File: src/rtl/sim_step_scheduler_if.sv
// Handshake/status bundle between the step scheduler and the simulation array.
interface sim_step_scheduler_if #(
  parameter int unsigned WIDTH = 32,
  parameter int unsigned NODES = 5,
  parameter int unsigned CORES = 4
) ();
  localparam int unsigned AW = $clog2(NODES);

  logic             start;
  logic [WIDTH-1:0] num_steps;
  logic             pause;
  logic [CORES-1:0] exch_ack;
  logic             busy;
  logic             done;
  logic [1:0]       phase;
  logic             verlet_en;
  logic             cnst_en;
  logic             exch_req;
  logic [NODES-1:0] node_onehot;
  logic [AW-1:0]    node_addr;
  logic [WIDTH-1:0] cnst_iter;
  logic [WIDTH-1:0] step_count;

  modport master (
    output start, num_steps, pause, exch_ack,
    input  busy, done, phase, verlet_en, cnst_en, exch_req,
           node_onehot, node_addr, cnst_iter, step_count
  );

  modport slave (
    input  start, num_steps, pause, exch_ack,
    output busy, done, phase, verlet_en, cnst_en, exch_req,
           node_onehot, node_addr, cnst_iter, step_count
  );
endinterface

File: src/rtl/sim_step_scheduler.sv
// Step sequencer: Verlet pass, CNST_ITERS constraint passes, then exchange handshake.
// Optional freeze on pause when SIM_SCHED_PAUSE_EN is defined.
module sim_step_scheduler #(
  parameter int unsigned WIDTH      = 32,
  parameter int unsigned NODES      = 5,
  parameter int unsigned CORES      = 4,
  parameter int unsigned CNST_ITERS = 4
) (
  input logic                 clk,
  input logic                 reset,
  sim_step_scheduler_if.slave bus
);
  localparam int unsigned AW = $clog2(NODES);

  typedef enum logic [1:0] {
    IDLE   = 2'd0,
    VERLET = 2'd1,
    CNST   = 2'd2,
    EXCH   = 2'd3
  } state_t;

  state_t           state_q, state_n;
  logic [NODES-1:0] onehot_q, onehot_n;
  logic [AW-1:0]    addr_q, addr_n;
  logic [WIDTH-1:0] iter_q, iter_n;
  logic [WIDTH-1:0] step_q, step_n;
  logic [WIDTH-1:0] nsteps_q, nsteps_n;
  logic             done_q, done_n;
  logic             busy_q, busy_n;
  logic             verlet_q, verlet_n;
  logic             cnst_q, cnst_n;
  logic             exch_q, exch_n;

  logic             last_slot;
  logic             last_pass;
  logic             ack_all;
  logic [WIDTH-1:0] step_inc;

  assign last_slot = (addr_q == AW'(NODES - 1));
  assign last_pass = (iter_q == WIDTH'(CNST_ITERS - 1));
  assign ack_all   = &bus.exch_ack;
  assign step_inc  = step_q + WIDTH'(1);

  always_ff @(posedge clk) begin
    if (reset) begin
      state_q  <= IDLE;
      onehot_q <= '0;
      addr_q   <= '0;
      iter_q   <= '0;
      step_q   <= '0;
      nsteps_q <= '0;
      done_q   <= 1'b0;
      busy_q   <= 1'b0;
      verlet_q <= 1'b0;
      cnst_q   <= 1'b0;
      exch_q   <= 1'b0;
    end else begin
      state_q  <= state_n;
      onehot_q <= onehot_n;
      addr_q   <= addr_n;
      iter_q   <= iter_n;
      step_q   <= step_n;
      nsteps_q <= nsteps_n;
      done_q   <= done_n;
      busy_q   <= busy_n;
      verlet_q <= verlet_n;
      cnst_q   <= cnst_n;
      exch_q   <= exch_n;
    end
  end

  always_comb begin
    state_n  = state_q;
    onehot_n = onehot_q;
    addr_n   = addr_q;
    iter_n   = iter_q;
    step_n   = step_q;
    nsteps_n = nsteps_q;
    done_n   = 1'b0;

    unique case (state_q)
      IDLE: begin
        onehot_n = '0;
        addr_n   = '0;
        if (bus.start) begin
          if (bus.num_steps != '0) begin
            state_n  = VERLET;
            nsteps_n = bus.num_steps;
            step_n   = '0;
            onehot_n = NODES'(1);
          end else begin
            done_n = 1'b1;
          end
        end
      end
      VERLET: begin
        if (last_slot) begin
          state_n  = CNST;
          onehot_n = NODES'(1);
          addr_n   = '0;
          iter_n   = '0;
        end else begin
          onehot_n = onehot_q << 1;
          addr_n   = addr_q + AW'(1);
        end
      end
      CNST: begin
        if (!last_slot) begin
          onehot_n = onehot_q << 1;
          addr_n   = addr_q + AW'(1);
        end else if (!last_pass) begin
          onehot_n = NODES'(1);
          addr_n   = '0;
          iter_n   = iter_q + WIDTH'(1);
        end else begin
          state_n  = EXCH;
          onehot_n = '0;
          addr_n   = '0;
          iter_n   = '0;
        end
      end
      EXCH: begin
        // exch_req holds until every core has acknowledged
        if (ack_all) begin
          step_n = step_inc;
          if (step_inc == nsteps_q) begin
            state_n = IDLE;
            done_n  = 1'b1;
          end else begin
            state_n  = VERLET;
            onehot_n = NODES'(1);
            addr_n   = '0;
          end
        end
      end
      default: state_n = IDLE;
    endcase

`ifdef SIM_SCHED_PAUSE_EN
    // Freeze everything except the self-clearing done pulse
    if (bus.pause) begin
      state_n  = state_q;
      onehot_n = onehot_q;
      addr_n   = addr_q;
      iter_n   = iter_q;
      step_n   = step_q;
      nsteps_n = nsteps_q;
      done_n   = 1'b0;
    end
`endif

    busy_n   = (state_n != IDLE);
    verlet_n = (state_n == VERLET);
    cnst_n   = (state_n == CNST);
    exch_n   = (state_n == EXCH);
  end

  assign bus.busy        = busy_q;
  assign bus.done        = done_q;
  assign bus.phase       = state_q;
  assign bus.node_onehot = onehot_q;
  assign bus.node_addr   = addr_q;
  assign bus.cnst_iter   = iter_q;
  assign bus.step_count  = step_q;

`ifdef SIM_SCHED_PAUSE_EN
  assign bus.verlet_en = verlet_q & ~bus.pause;
  assign bus.cnst_en   = cnst_q & ~bus.pause;
  assign bus.exch_req  = exch_q & ~bus.pause;
`else
  logic unused_pause;
  assign unused_pause  = bus.pause;
  assign bus.verlet_en = verlet_q;
  assign bus.cnst_en   = cnst_q;
  assign bus.exch_req  = exch_q;
`endif
endmodule

File: src/flat_wrapper.sv
// flat-port wrapper written by rule: the top's interface ports become plain ports
module sim_step_scheduler_flat 
#(
  parameter int unsigned WIDTH      = 32,
  parameter int unsigned NODES      = 5,
  parameter int unsigned CORES      = 4,
  parameter int unsigned CNST_ITERS = 4
)
  (clk, reset, bus_start, bus_num_steps, bus_pause, bus_exch_ack, bus_busy, bus_done, bus_phase, bus_verlet_en, bus_cnst_en, bus_exch_req, bus_node_onehot, bus_node_addr, bus_cnst_iter, bus_step_count);
  sim_step_scheduler_if #(.WIDTH(WIDTH), .NODES(NODES), .CORES(CORES)) bus_i ();
  input logic clk;
  input logic reset;
  input wire logic [$bits(bus_i.start)-1:0] bus_start;
  input wire logic [$bits(bus_i.num_steps)-1:0] bus_num_steps;
  input wire logic [$bits(bus_i.pause)-1:0] bus_pause;
  input wire logic [$bits(bus_i.exch_ack)-1:0] bus_exch_ack;
  output wire logic [$bits(bus_i.busy)-1:0] bus_busy;
  output wire logic [$bits(bus_i.done)-1:0] bus_done;
  output wire logic [$bits(bus_i.phase)-1:0] bus_phase;
  output wire logic [$bits(bus_i.verlet_en)-1:0] bus_verlet_en;
  output wire logic [$bits(bus_i.cnst_en)-1:0] bus_cnst_en;
  output wire logic [$bits(bus_i.exch_req)-1:0] bus_exch_req;
  output wire logic [$bits(bus_i.node_onehot)-1:0] bus_node_onehot;
  output wire logic [$bits(bus_i.node_addr)-1:0] bus_node_addr;
  output wire logic [$bits(bus_i.cnst_iter)-1:0] bus_cnst_iter;
  output wire logic [$bits(bus_i.step_count)-1:0] bus_step_count;
  assign bus_i.start = bus_start;
  assign bus_i.num_steps = bus_num_steps;
  assign bus_i.pause = bus_pause;
  assign bus_i.exch_ack = bus_exch_ack;
  assign bus_busy = bus_i.busy;
  assign bus_done = bus_i.done;
  assign bus_phase = bus_i.phase;
  assign bus_verlet_en = bus_i.verlet_en;
  assign bus_cnst_en = bus_i.cnst_en;
  assign bus_exch_req = bus_i.exch_req;
  assign bus_node_onehot = bus_i.node_onehot;
  assign bus_node_addr = bus_i.node_addr;
  assign bus_cnst_iter = bus_i.cnst_iter;
  assign bus_step_count = bus_i.step_count;
  sim_step_scheduler #(.WIDTH(WIDTH), .NODES(NODES), .CORES(CORES), .CNST_ITERS(CNST_ITERS)) u_core (.clk(clk), .reset(reset), .bus(bus_i));
endmodule
File: config.mk
export PLATFORM = sky130hd
export DESIGN_NAME = sim_step_scheduler_flat
export DESIGN_NICKNAME = d
export VERILOG_FILES = /design/src/rtl/sim_step_scheduler_if.sv /design/src/rtl/sim_step_scheduler.sv /design/src/flat_wrapper.sv
export SDC_FILE = /design/constraint.sdc
export NUM_CORES = 1
export LEC_CHECK = 0
export CAP_MARGIN = 5
export CELL_PAD_IN_SITES_DETAIL_PLACEMENT = 1
export CELL_PAD_IN_SITES_GLOBAL_PLACEMENT = 1
export CORE_ASPECT_RATIO = 0.6
export CORE_MARGIN = 2
export CORE_UTILIZATION = 39
export CTS_CLUSTER_DIAMETER = 120
export DETAILED_ROUTE_END_ITERATION = 8
export PLACE_DENSITY_LB_ADDON = 0.1
export SLEW_MARGIN = 20
export SYNTH_ARGS = -nofsm -noshare
export SYNTH_HDL_FRONTEND = slang
export SYNTH_SLANG_ARGS = --single-unit
File: constraint.sdc
create_clock -name clk -period 3.4 [get_ports clk]
set_input_delay 0.34 -clock clk [delete_from_list [all_inputs] [get_ports clk]]
set_output_delay 0.34 -clock clk [all_outputs]
set_load 0.05 [all_outputs]
After elaboration in Yosys (flattened, before gate mapping)
Cells that the tools add are included.
{"block": "op_classes", "add_sub_neg": 3, "n_eq_ne": 15, "mux": 33, "reduce_logical": 11}
{"operator": "two-way mux 32 bit", "n": 6}
{"operator": "one-hot mux 32 bit (2 select lines)", "n": 2}
{"operator": "adder 32 x 1 -> 32 bit (second input constant)", "n": 2}
{"operator": "equality test 32 x 2 -> 1 bit (second input constant)", "n": 1}
{"operator": "equality test 32 bit", "n": 1}
{"operator": "nonzero test 32 bit", "n": 1}
{"operator": "two-way mux 5 bit", "n": 5}
{"operator": "one-hot mux 5 bit (4 select lines)", "n": 1}
{"operator": "two-way mux 2 bit", "n": 6}
{"operator": "two-way mux 3 bit", "n": 3}
{"operator": "one-hot mux 3 bit (3 select lines)", "n": 1}
{"operator": "equality test 2 bit (second input constant)", "n": 4}
{"operator": "inequality test 2 x 1 -> 1 bit (second input constant)", "n": 4}
{"operator": "one-hot mux 2 bit (4 select lines)", "n": 1}
{"operator": "AND reduction 4 bit", "n": 2}
{"operator": "two-way mux 1 bit", "n": 7}
{"operator": "AND reduction 3 bit", "n": 2}
{"operator": "nonzero test 2 bit", "n": 3}
{"operator": "equality test 2 x 1 -> 1 bit (second input constant)", "n": 2}
{"operator": "inequality test 2 bit (second input constant)", "n": 2}
{"operator": "adder 3 x 1 -> 3 bit (second input constant)", "n": 1}
{"operator": "equality test 3 bit (second input constant)", "n": 1}
{"operator": "logical NOT 2 bit", "n": 1}
{"operator": "one-hot mux 1 bit (2 select lines)", "n": 1}
{"operator": "other kinds (2)", "n": 2}
{"block": "word_totals", "ff_bits": 111, "inputBits": 40, "output_inout_bits": 79, "wordCells": 73}

Logic depth before layout (Yosys ltp)
{"block": "logic_depth", "depth_word": 6, "ltp_mapped": 12, "depth_no_buf": 11}

Least setup slack after synthesis
No wires, ideal clock.
{"block": "synth_timing", "kind": "reg2reg", "startpoint": "register u_core.step_q[0] (netlist: u_core.bus.step_count[0])", "endpoint": "register u_core.onehot_q[0] (netlist: u_core.bus.node_onehot[0])", "setup_time_ns": 0.121, "arrival_time_ns": 3.150, "path_slack_ns": 0.128, "stages_incl_launch_ff": 13, "period_less_slack_ns": 3.272, "path_cell_list": "dfxtp_1 ha_1 buf_2 nand4_1 or4_1 buf_6 nor2_4 xnor2_1 o2111ai_1 nor3b_1 and3_4 o21ai_4 mux2_4"}
{"block": "synth_via", "elab_chain_cells": 4}
{"item": "from (decl)", "line_no": "sim_step_scheduler.sv:26", "text": "logic [WIDTH-1:0] step_q, step_n;"}
{"item": "from (signal assigned)", "line_no": "sim_step_scheduler.sv:62", "text": "step_q <= step_n;"}
{"item": "adder 32 x 1 -> 32 bit", "line_no": "sim_step_scheduler.sv:42", "text": "assign step_inc = step_q + WIDTH'(1);"}
{"item": "equality test 32 bit", "line_no": "sim_step_scheduler.sv:126", "text": "if (step_inc == nsteps_q) begin"}
{"item": "inequality test 2 bit (no line)"}
{"item": "AND reduction 2 bit (no line)"}
{"item": "to (signal assigned)", "line_no": "sim_step_scheduler.sv:59", "text": "onehot_q <= onehot_n;"}
{"item": "to (decl)", "line_no": "sim_step_scheduler.sv:23", "text": "logic [NODES-1:0] onehot_q, onehot_n;"}
Every way passes these cells.
A chain may end at the register's enable or synchronous reset.

Final worst setup path
{"block": "layout_timing", "startpoint": "register u_core.step_q[5] (netlist: u_core.bus.step_count[5])", "endpoint": "register u_core.busy_q (netlist: u_core.bus.busy)"}
{"block": "layout_via", "elab_chain_cells": 6}
{"item": "adder 32 x 1 -> 32 bit", "line_no": "sim_step_scheduler.sv:42"}
{"item": "equality test 32 bit", "line_no": "sim_step_scheduler.sv:126"}
{"item": "two-way mux 1 bit", "line_no": "sim_step_scheduler.sv:126"}
{"item": "two-way mux 2 bit", "line_no": "sim_step_scheduler.sv:124", "text": "if (ack_all) begin"}
{"item": "one-hot mux 2 bit (4 select lines)", "line_no": "sim_step_scheduler.sv:81", "text": "unique case (state_q)"}
{"item": "nonzero test 2 bit", "line_no": "sim_step_scheduler.sv:152", "text": "busy_n = (state_n != IDLE);"}
{"item": "to (signal assigned)", "line_no": "sim_step_scheduler.sv:65", "text": "busy_q <= busy_n;"}
{"item": "to (decl)", "line_no": "sim_step_scheduler.sv:29", "text": "logic busy_q, busy_n;"}
Every way passes these cells.

==> impl_results.md <==
- Outcome: complete, no violations
- Hold Path Sink: u_core.bus.node_onehot[4]$_SDFFE_PP0P_
- Seq pwr share: a little under half
- Final Hold Viols: 0
- GRT Total Usage: between 20% and 30%
- CORE AREA: between 15000 and 20000 um^2
- Top_reg_cell synth: dfxtp_1
- Top-area cell type share of the netlist area: 35.0%
- Post-Synth Simple-Gate Area: between 30 and 40%
- Slew headroom: between 30% and 40%
- Dpl hpwl: between 15000 and 20000 um
- Die outline width: around 170 um
- Largest net degree at the start of global routing: 42
- Cts bufs inserted: 9
- R2R Setup Slk: 0.17 ns
- Syn_nets: approximately 840
- DRC viols: 0
- Critical Path End Type: flip-flop
- Total gr overflow: 0
- Routed len/inst: 20.2 um
- CP max-delay cell: dfxtp_1
- PD cells: between 300 and 400 nW/um^2
- Hold path depth: 2
- Post-synthesis xor/xnor area fraction: 10.1%
- Initial antenna violation count: 0
- Final instance area: ~8300 um^2
- Final setup vio count: 0
- Die H: ~100 um
- Slew Limit Fails: 0
- Htree depth: 3
- Sw Share: just under 30%
- Layout cell share with drive strength beyond 1: about a tenth
- Hold Crit Class: reg2reg
- Synth Area in Compound Gates: between 10% and 20%
- Ranking of synthesized cells by area: dfxtp_1 35%, xnor2_1 6.5%, mux2i_1 5.7%
- Most common cell after layout, fill and taps aside: clkdlybuf4s50_1
- Worst Reg-to-Reg Cells: 11
- Min-delay src: u_core.bus.node_onehot[4]$_SDFFE_PP0P_
- Via density: about 5.7
- Max Clock Freq: 0.309 GHz
- # diodes: 0
- Post-synthesis mux area share: 6.15%
- Final GP Congestion: approximately 0.9
- Net Sw Power: approximately 880 uW
- Worst path cell trace: nand3_1 -> buf_4 -> nor3_4 -> nand3_1 -> xnor2_1 -> a21boi_0 -> nand4_1 -> nor4_4 -> buf_4 -> a21oi_1 -> or2_1
- Average cell area after synthesis: 8.08 um^2
- Worst setup margin: between 0.15 and 0.2 ns
- Post-route ant nets: 0
- Max-cap violations: 0
- Internal Pwr Total: about 2.1 mW
- First-pass GRT wire length: 35300 um
- DR iter-0 viols: 501
- Most frequent cells in the layout: 116 x clkdlybuf4s50_1, 111 x dfxtp_1, 96 x nor2_1
- DRT Pass-1 Iters: 5
- Reg clk slew, reported paths: 0.08 ns
- Clock Sinks: 111
- Area growth syn-to-layout: 30.3%
- Synth Area in Adders: around 1.8%
- Die area: approximately 17000 um^2
- Total power: about 3 mW
- Kind of critical path: reg2reg
- Startpoint types: flip-flop
- IO Port Bufs: about 120
- Clock share of power: 35.7%
- CTS tree: built
- Tcrit/Tclk final: around 95%
- Maximum root-to-sink buffer count: 2
- Largest family of logic cells by synthesized area: simple AND/OR/NAND/NOR gates
- # IOs: between 100 and 150
- Worst slew pin tran: between 0.9 and 1 ns
- Cell taking the most area after synthesis: dfxtp_1
- Mapped cell area: roughly 6400 um^2
- Syn Inst Count: roughly 800
- Combinational fraction of design power: about 17%
- Minimum clock period: about 3.2 ns
- Placed inst area: between 7000 and 8000 um^2
- Standard-cell rows: 36
- Vias post-DR: between 6000 and 7000
- Critical Path Fanout Max: 12
- Reg-to-reg endpoint: u_core.bus.busy$_SDFF_PP0_
- Worst skew pair latency: between 0.3 and 0.4 ns
- Total number of yosys warnings: 0
- Synth unique cells: 65
- Detailed Route WL: about 23000 um
- Vias in the first global route: 6337
- Starting Density: 39.5%
- Peak VDD IR: 214 uV
- Final nets: roughly 960
- CP arrival: 3.48 ns
- Critical R2R Launch: u_core.bus.step_count[5]$_SDFFE_PP0P_
- Clk_skew: 0.00937 ns
- Leakage: roughly 3.1 nW
- Worst slack at placement: -0.0558 ns
- Async SR Flop Fraction: 0%
- CTS Root Cell: clkbuf_16
- Register area share after synthesis: a little over a third
- Post-synth EDFFs: 0
- Critical Path RT: 3.65 ns
- Synthesis-stage register bit count: 111
- CP peak stage delay: roughly 0.48 ns
- Sum Neg Setup Slack: 0 ns
## layer usage
metal  global-route usage [%]  share of wire [%]
met5                        0                  0
met4                     4.64               0.99
met3                     4.49                6.7
met2                     39.1                 42
met1                     39.5                 50
## critical path: cells and delay by family (launching register included)
family	cells	cell delay (ns)
flip-flops	1	0.48
AND/OR/NAND/NOR	6	1.53
XOR/XNOR	1	0.23
AO/OA/AOI/OAI	2	0.45
buffers and inverters	2	0.44
## cells by family (layout without fill, tap and decap cells)
family          count (synthesis)  after routing
flops                         111            111
xor+xnor                       73             73
compound gates                128            128
buf+inv                        63            196
fa+ha+maj                       9              9
simple gates                  364            364
mux                            38             38
## stage by stage
| step | util [%] | std cells | hold WS, ns |
|---|---|---|---|
| 6_report | 51.5 | 1128 | 0.480 |
| 5_1_grt | 51.5 | 1128 | 0.515 |
| 4_1_cts | 51.0 | 1126 | 0.478 |
| 3_5_place_dp | 49.2 | 1110 | 0.467 |
| 3_3_place_gp | 49.2 | 1110 | 0.457 |
| 2_1_floorplan | - | 786 | 0.484 |
## final cells by class
type                    count  area (um^2)
clock buffers              10          229
clock inverters             6         53.8
fillers                  1904         7800
inverters                  19         71.3
multi-input cells         612         3930
flip-flops and latches    111         2220
well taps                 209          262
repair buffers            161         1510
## flip-flops by register name (all words and copies together) (netlist names)
signal                  count
u_core.bus.cnst_iter       32
u_core.bus.step_count      32
u_core.nsteps_q            32
u_core.bus.node_onehot      5
u_core.bus.node_addr        3
u_core.bus.phase            2
u_core.bus.busy             1
u_core.bus.cnst_en          1
u_core.bus.done             1
u_core.bus.exch_req         1
u_core.bus.verlet_en        1
## timing repair
| item | 4_1_cts | 5_1_grt |
|---|---|---|
| pin swaps | 0 | 2 |
| hold buffers | 0 | 0 |
| setup buffers | 0 | 2 |
| endpoints found under the setup margin | 2 | 10 |
| gates resized for setup | 1 | 10 |
## synth_stat cells (4+ instances only)
cell and instances:
and4_1 9, and3_1 17, nor3b_1 5, or3_1 11, nand2_1 73, nor3_1 30, ha_1 9, xnor2_1 47
dfxtp_1 111, nor4_1 24, nand3_1 32, xor2_1 26, nand4_1 22, nor2b_1 6, or4_1 11, mux2i_1 36
nor2_1 96, a31oi_1 6, inv_1 19, a21o_1 5, clkbuf_1 25, a21oi_1 51, o21ai_0 31, buf_2 8
nand4b_1 4, and2_1 5, buf_1 5
## worst max path at each step
stage | start | to | slack, ns | depth (start not counted)
4_1_cts | u_core.bus.step_count[1]$_SDFFE_PP0P_ | u_core.bus.busy$_SDFF_PP0_ | 0.05 | 12
5_1_grt | u_core.bus.step_count[19]$_SDFFE_PP0P_ | u_core.bus.busy$_SDFF_PP0_ | -0.07 | 10
6_report | u_core.bus.step_count[5]$_SDFFE_PP0P_ | u_core.bus.busy$_SDFF_PP0_ | 0.17 | 11
3_3_place_gp | u_core.bus.step_count[0]$_SDFFE_PP0P_ | u_core.bus.busy$_SDFF_PP0_ | 0.10 | 12
3_5_place_dp | u_core.bus.phase[0]$_SDFF_PP0_ | u_core.bus.cnst_iter[31]$_SDFFE_PP0P_ | -0.06 | 12
2_1_floorplan | u_core.bus.step_count[0]$_SDFFE_PP0P_ | u_core.bus.node_onehot[0]$_SDFFE_PP0P_ | 0.13 | 12
## power groups by stage
| stage | sequential (mW) | combinational, mW | clock, mW |
|---|---|---|---|
| floorplan | 1.45 | 0.275 | 0 |
| CTS | 1.38 | 0.500 | 1.08 |
| global placement | 1.41 | 0.475 | 0 |
| finish | 1.38 | 0.510 | 1.05 |
| global route | 1.39 | 0.548 | 1.12 |
| detailed placement | 1.41 | 0.494 | 0 |
Note: power is estimated with default switching activity, not from simulation.
==> RTL edit 1 (same flow settings) <==
`WIDTH` is set to 32 in 3 places; all go to 40.
--- a/src/rtl/sim_step_scheduler_if.sv
+++ b/src/rtl/sim_step_scheduler_if.sv
@@ -1,6 +1,6 @@
 // Handshake/status bundle between the step scheduler and the simulation array.
 interface sim_step_scheduler_if #(
-  parameter int unsigned WIDTH = 32,
+  parameter int unsigned WIDTH = 40,
   parameter int unsigned NODES = 5,
   parameter int unsigned CORES = 4
 ) ();
--- a/src/rtl/sim_step_scheduler.sv
+++ b/src/rtl/sim_step_scheduler.sv
@@ -1,7 +1,7 @@
 // Step sequencer: Verlet pass, CNST_ITERS constraint passes, then exchange handshake.
 // Optional freeze on pause when SIM_SCHED_PAUSE_EN is defined.
 module sim_step_scheduler #(
-  parameter int unsigned WIDTH      = 32,
+  parameter int unsigned WIDTH      = 40,
   parameter int unsigned NODES      = 5,
   parameter int unsigned CORES      = 4,
   parameter int unsigned CNST_ITERS = 4
--- a/src/flat_wrapper.sv
+++ b/src/flat_wrapper.sv
@@ -1,7 +1,7 @@
 // flat-port wrapper written by rule: the top's interface ports become plain ports
 module sim_step_scheduler_flat 
 #(
-  parameter int unsigned WIDTH      = 32,
+  parameter int unsigned WIDTH      = 40,
   parameter int unsigned NODES      = 5,
   parameter int unsigned CORES      = 4,
   parameter int unsigned CNST_ITERS = 4
Ports: changed (resized bus_cnst_iter, bus_num_steps and bus_step_count); port bits go from 119 to 143. The function was not compared with the original's and may differ.
==> RTL edit 1 against the unedited design <==
Final area is 20% higher; sequential cell count grew 24; non-clock buffer count grew 23; area after synthesis increased by 17%; wire length rose by 15%; sequential share of layout area rose by 0.41 points; first-iteration DRC count decreased by 7.0%; die area is 16% higher; critical path depth is 1 lower; count of clock-buffer cells in the layout grew 14; total power increased by 40%; setup slack better by 32 ps; via count rose by 16%; highest routed layer unchanged.
==> RTL edit 1: results (changes against the unedited design) <==
| Metric | Value |
|---|---|
| Cells after Synth | 932 (was 786) |
| Postcts setup bufs | 0 (unchanged) |
| Root buffer cell | clkbuf_16 (unchanged) |
| Global-route wire length before repair | 41760 um (was 35340 um) |
| TritonCTS buffer count | 17 (was 9) |
| Residual DRC count | 0 (unchanged) |
| Port Buffers | 141 (was 117) |
| Fillers | 2264 (was 1904) |
| # resized after CTS | 0 (was 1) |
| Top post-synthesis cells by count | nor2_1 (139), dfxtp_1 (135), nand2_1 (86), a21oi_1 (52), xnor2_1 (49) (was dfxtp_1 (111), nor2_1 (96), nand2_1 (73), a21oi_1 (51), xnor2_1 (47)) |
| H-Tree Depth | 4 (was 3) |
| Area growth syn-to-layout | 33.69% (was 30.29%) |
| Area contributors post-synth | dfxtp_1 (36%), nor2_1 (7.0%), xnor2_1 (5.8%) (was dfxtp_1 (35%), xnor2_1 (6.5%), mux2i_1 (5.7%)) |
| Mux share of post-synthesis cell area | 5.821% (was 6.145%) |
| Area post-placement | 0.009289 mm2 (was 0.007914 mm2) |
| Netlist cell types | 64 (was 65) |
| 1st-pass router iterations | 5 (unchanged) |
| Setup Skew | 6.264 ps (was 9.373 ps) |
| Crit path max fanout | 16 (was 12) |
| Layout Nets | 1142 (was 963) |
| Largest net degree at the start of global routing | 60 (was 42) |
| CTS max path bufs | 2 (unchanged) |
| Compound-Gate Fraction of Synth Area | 10.65% (was 12.45%) |
| Warnings from Yosys | 0 (unchanged) |
| WL final | 26270 um (was 22840 um) |
| Placed cells | 1312 (was 1110) |
| Post-synthesis xor/xnor area fraction | 10.93% (was 10.06%) |
| Class of the worst hold path | primary input to register (was register to register) |
| CP max stage cell | o31a_4 (was dfxtp_1) |
| Arr. time, crit path | 3560 ps (was 3480 ps) |
| Register area share after synthesis | 36.44% (was 34.98%) |
| Number of global-route vias before repair | 7391 (was 6337) |
| Net count after synthesis | 989 (was 835) |
| Inserted Diodes | 0 (unchanged) |
| Initial antenna violation count | 0 (unchanged) |
| VDD IR max | 0.3705 mV (was 0.2137 mV) |
| Clock slew seen by the registers of the worst setup and hold paths | 60 ps (was 80 ps) |
| Place WS | 237.9 ps (was -55.81 ps) |
| Status | finished clean (unchanged) |
| Pleak | 3.569 nW (was 3.105 nW) |
| Dpl hpwl | 19190 um (was 17350 um) |
| Total track usage | 26.51% (was 26.08%) |
| Internal Dissipation | 3.098 mW (was 2.067 mW) |
| Worst skew pair latency | 430 ps (was 350 ps) |
| Adder-Cell Fraction of Synth Area | 1.518% (was 1.773%) |
| GP Congestion | 0.8425 (was 0.8942) |
| CP delay by family, top | simple AND/OR/NAND/NOR gates (unchanged) |
| Slowest stage delay, CP | 480 ps (about the same) |
| Iter 0 DRT Violations | 466 (was 501) |
| Async set-or-reset flop fraction in the synthesized netlist | 0% (unchanged) |
| Layout cell share with drive strength beyond 1 | 7.650% (was 9.467%) |
| Via count | 7453 (was 6449) |
| Worst-margin pin slew | 698.3 ps (was 908.4 ps) |
| Wire length per cell | 19.54 um (was 20.24 um) |
-- RTL edit 1: cell types whose count changed after synthesis, moves of 5 or more --
cell	unedited run	this run
nor2_1	96	139
dfxtp_1	111	135
xor2_1	26	41
nand3_1	32	46
clkbuf_1	25	38
nand2_1	73	86
o21a_1	2	13
nor3_1	30	38
nand4_1	22	29
mux2i_1	36	42
and2_1	5	10
nor2b_1	6	11
-- RTL edit 1: path summary, 6_finish.rpt --
| path | from | end | slack (ps) | cells after the start |
|---|---|---|---|---|
| worst max-delay path | u_core.bus.step_count[9] | u_core.bus.node_onehot[0] | 200 | 10 |
| worst max register to register | u_core.bus.step_count[9] | u_core.bus.node_onehot[0] | 200 | 10 |
| worst min register to register | u_core.bus.node_onehot[4] | u_core.bus.node_onehot[4] | 460 | 2 |
| worst min-delay path | reset | u_core.nsteps_q[8] | 450 | 2 |
-- RTL edit 1: layer usage --
layer / wire length (um) / share of wire, % / track usage (%) / up-vias
li1: - / - / - / 3595
met1: 13460 / 51 / 40.11 / 3629
met2: 10730 / 41 / 37.51 / 216
met3: 1882 / 7.2 / 6.570 / 13
met4: 187 / 0.71 / 5.860 / 0
met5: 0 / 0 / 0 / -
-- RTL edit 1: power by group through the flow --
| stage | clock, mW | sequential (mW) | combinational (mW) |
|---|---|---|---|
| floorplan | 0 | 1.71 | 0.237 |
| global placement | 0 | 1.70 | 0.422 |
| detailed placement | 0 | 1.70 | 0.429 |
| CTS | 2.04 | 1.67 | 0.433 |
| global route | 2.12 | 1.67 | 0.469 |
| finish | 2.01 | 1.67 | 0.432 |
-- RTL edit 1: layout make-up --
class,count,area share [%]
Clock buffer,24,4.859
Inverter,18,0.6815
Tap cell,246,3.104
Timing Repair Buffer,184,17.82
Clock inverter,8,1.451
Multi-Input combinational cell,729,44.83
Sequential cell,135,27.26
==> RTL edit 2 (same settings) <==
Without the edit above. Reset style: asynchronous (`reset`), changed in one clocked block.
--- a/src/rtl/sim_step_scheduler.sv
+++ b/src/rtl/sim_step_scheduler.sv
@@ -41,7 +41,7 @@
   assign ack_all   = &bus.exch_ack;
   assign step_inc  = step_q + WIDTH'(1);
 
-  always_ff @(posedge clk) begin
+  always_ff @(posedge clk or posedge reset) begin
     if (reset) begin
       state_q  <= IDLE;
       onehot_q <= '0;
Behaviour: differs if reset is asserted again (counterexample within 4 cycles, from zero or initial values and one cycle with reset high); with reset held inactive, the same outputs for 10 cycles.
==> RTL edit 2 against the unedited design <==
Setup slack got worse by 15 ps; final area rose by 4.4%; final cell count fell by 4.3%; core utilization fell by 0.48 points; first-iteration DRC count rose by 13%; wire length rose by 0.79%; via count fell by 1.9%; largest cell class unchanged; area after synthesis rose by 5.3%; maximum frequency fell by 0.45%; sequential cell count did not move; sequential share of layout area rose by 5.3 points.
Power is not compared: it rests on default switching activity, and its combinational part moved more than twofold at a synthesized area within 25%.
==> RTL edit 2: results (changes against the unedited design) <==
| Metric | Value |
|---|---|
| Routing usage on met2 | 36.66% (was 39.06%) |
| Via count | 6328 (was 6449) |
| Fraction of area in multi-input gates | 42.82% (was 47.48%) |
| Worst skew pair latency | 370 ps (was 350 ps) |
| Number of global-route vias before repair | 6382 (was 6337) |
| R2R depth | 10 (was 11) |
| Dpl hpwl | 17580 um (was 17350 um) |
| Signal buf overhead | 17.64% (was 18.23%) |
| Met3 Usage GRT | 5.556% (was 4.491%) |
| Setup Skew | 11.58 ps (was 9.373 ps) |
| Crit path max fanout | 9 (was 12) |
| Async set-or-reset flop fraction in the synthesized netlist | 100.0% (was 0%) |
| Wire length per cell | 21.31 um (was 20.24 um) |
| Met2 routed WL | 9678 um (was 9600 um) |
| Layout Nets | 890 (was 963) |
| RR Endpoint | u_core.bus.node_addr[0] (was u_core.bus.busy) |
| GP Congestion | 0.9128 (was 0.8942) |
| Status | finished clean (unchanged) |
| Clk tree area frac | 3.244% (was 3.416%) |
| Fillers | 1949 (was 1904) |
| Reg2reg start | u_core.bus.step_count[0] (was u_core.bus.step_count[5]) |
| Multi-input gates | 544 (was 612) |
| Slowest stage delay, CP | 420 ps (was 480 ps) |
| Net count after synthesis | 759 (was 835) |
| Global-route wire length before repair | 36590 um (was 35340 um) |
| Area post-placement | 0.008325 mm2 (was 0.007914 mm2) |
| Met1 WL | 11560 um (was 11480 um) |
| Place WS | 5.443 ps (was -55.81 ps) |
| Logic inverters | 16 (was 19) |
| Min Clock Period, post-route | 3249 ps (was 3234 ps) |
| Placed cells | 1064 (was 1110) |
| Arr. time, crit path | 3510 ps (was 3480 ps) |
| Row Count | 37 (was 36) |
| Syn Area/Cell | 9.423 um2 (was 8.082 um2) |
| Slew headroom | 48.11% (was 39.37%) |
| Sequential share of cell area | 32.18% (was 26.85%) |
| Largest net degree at the start of global routing | 59 (was 42) |
| Area occupied by multi-input gates | 0.003700 mm2 (was 0.003930 mm2) |
| Iter 0 DRT Violations | 564 (was 501) |
| Predominant post-synthesis flop cell | dfrtp_1 (was dfxtp_1) |
| Area contributors post-synth | dfrtp_1 (42%), mux2_2 (5.6%), o21ai_0 (4.5%) (was dfxtp_1 (35%), xnor2_1 (6.5%), mux2i_1 (5.7%)) |
| WL final | 23020 um (was 22840 um) |
| Class of the worst hold path | primary input to asynchronous set/reset pin (was register to register) |
| Routed wl met3 | 1521 um (was 1529 um) |
## RTL edit 2: cells by family after synthesis
logic type	count (synthesis)	share of synthesized area (%)
adder cells (fa/ha/maj)	9	1.683
AO/OA/AOI/OAI	152	15.04
AND/OR/NAND/NOR	282	23.28
buffers and inverters	55	3.647
flip-flops	111	41.52
XOR/XNOR	59	7.930
multiplexers	42	6.901
## RTL edit 2: worst max-delay path: cells and delay by family (launching register included)
kind | cells | cell delay (ps)
adder cells (fa/ha/maj) | 1 | 310
AO/OA/AOI/OAI | 2 | 670
AND/OR/NAND/NOR | 6 | 1700
XOR/XNOR | 1 | 90
flip-flops | 1 | 370
## RTL edit 2: power by group through the flow
stage	combinational, mW	sequential [mW]	clock, mW
after global routing	2.24	1.91	1.13
after CTS	2.05	1.87	1.08
after floorplan	1.19	2.01	0
after global placement	1.96	1.88	0
after detailed placement	2.04	1.89	0
final	2.05	1.87	1.06
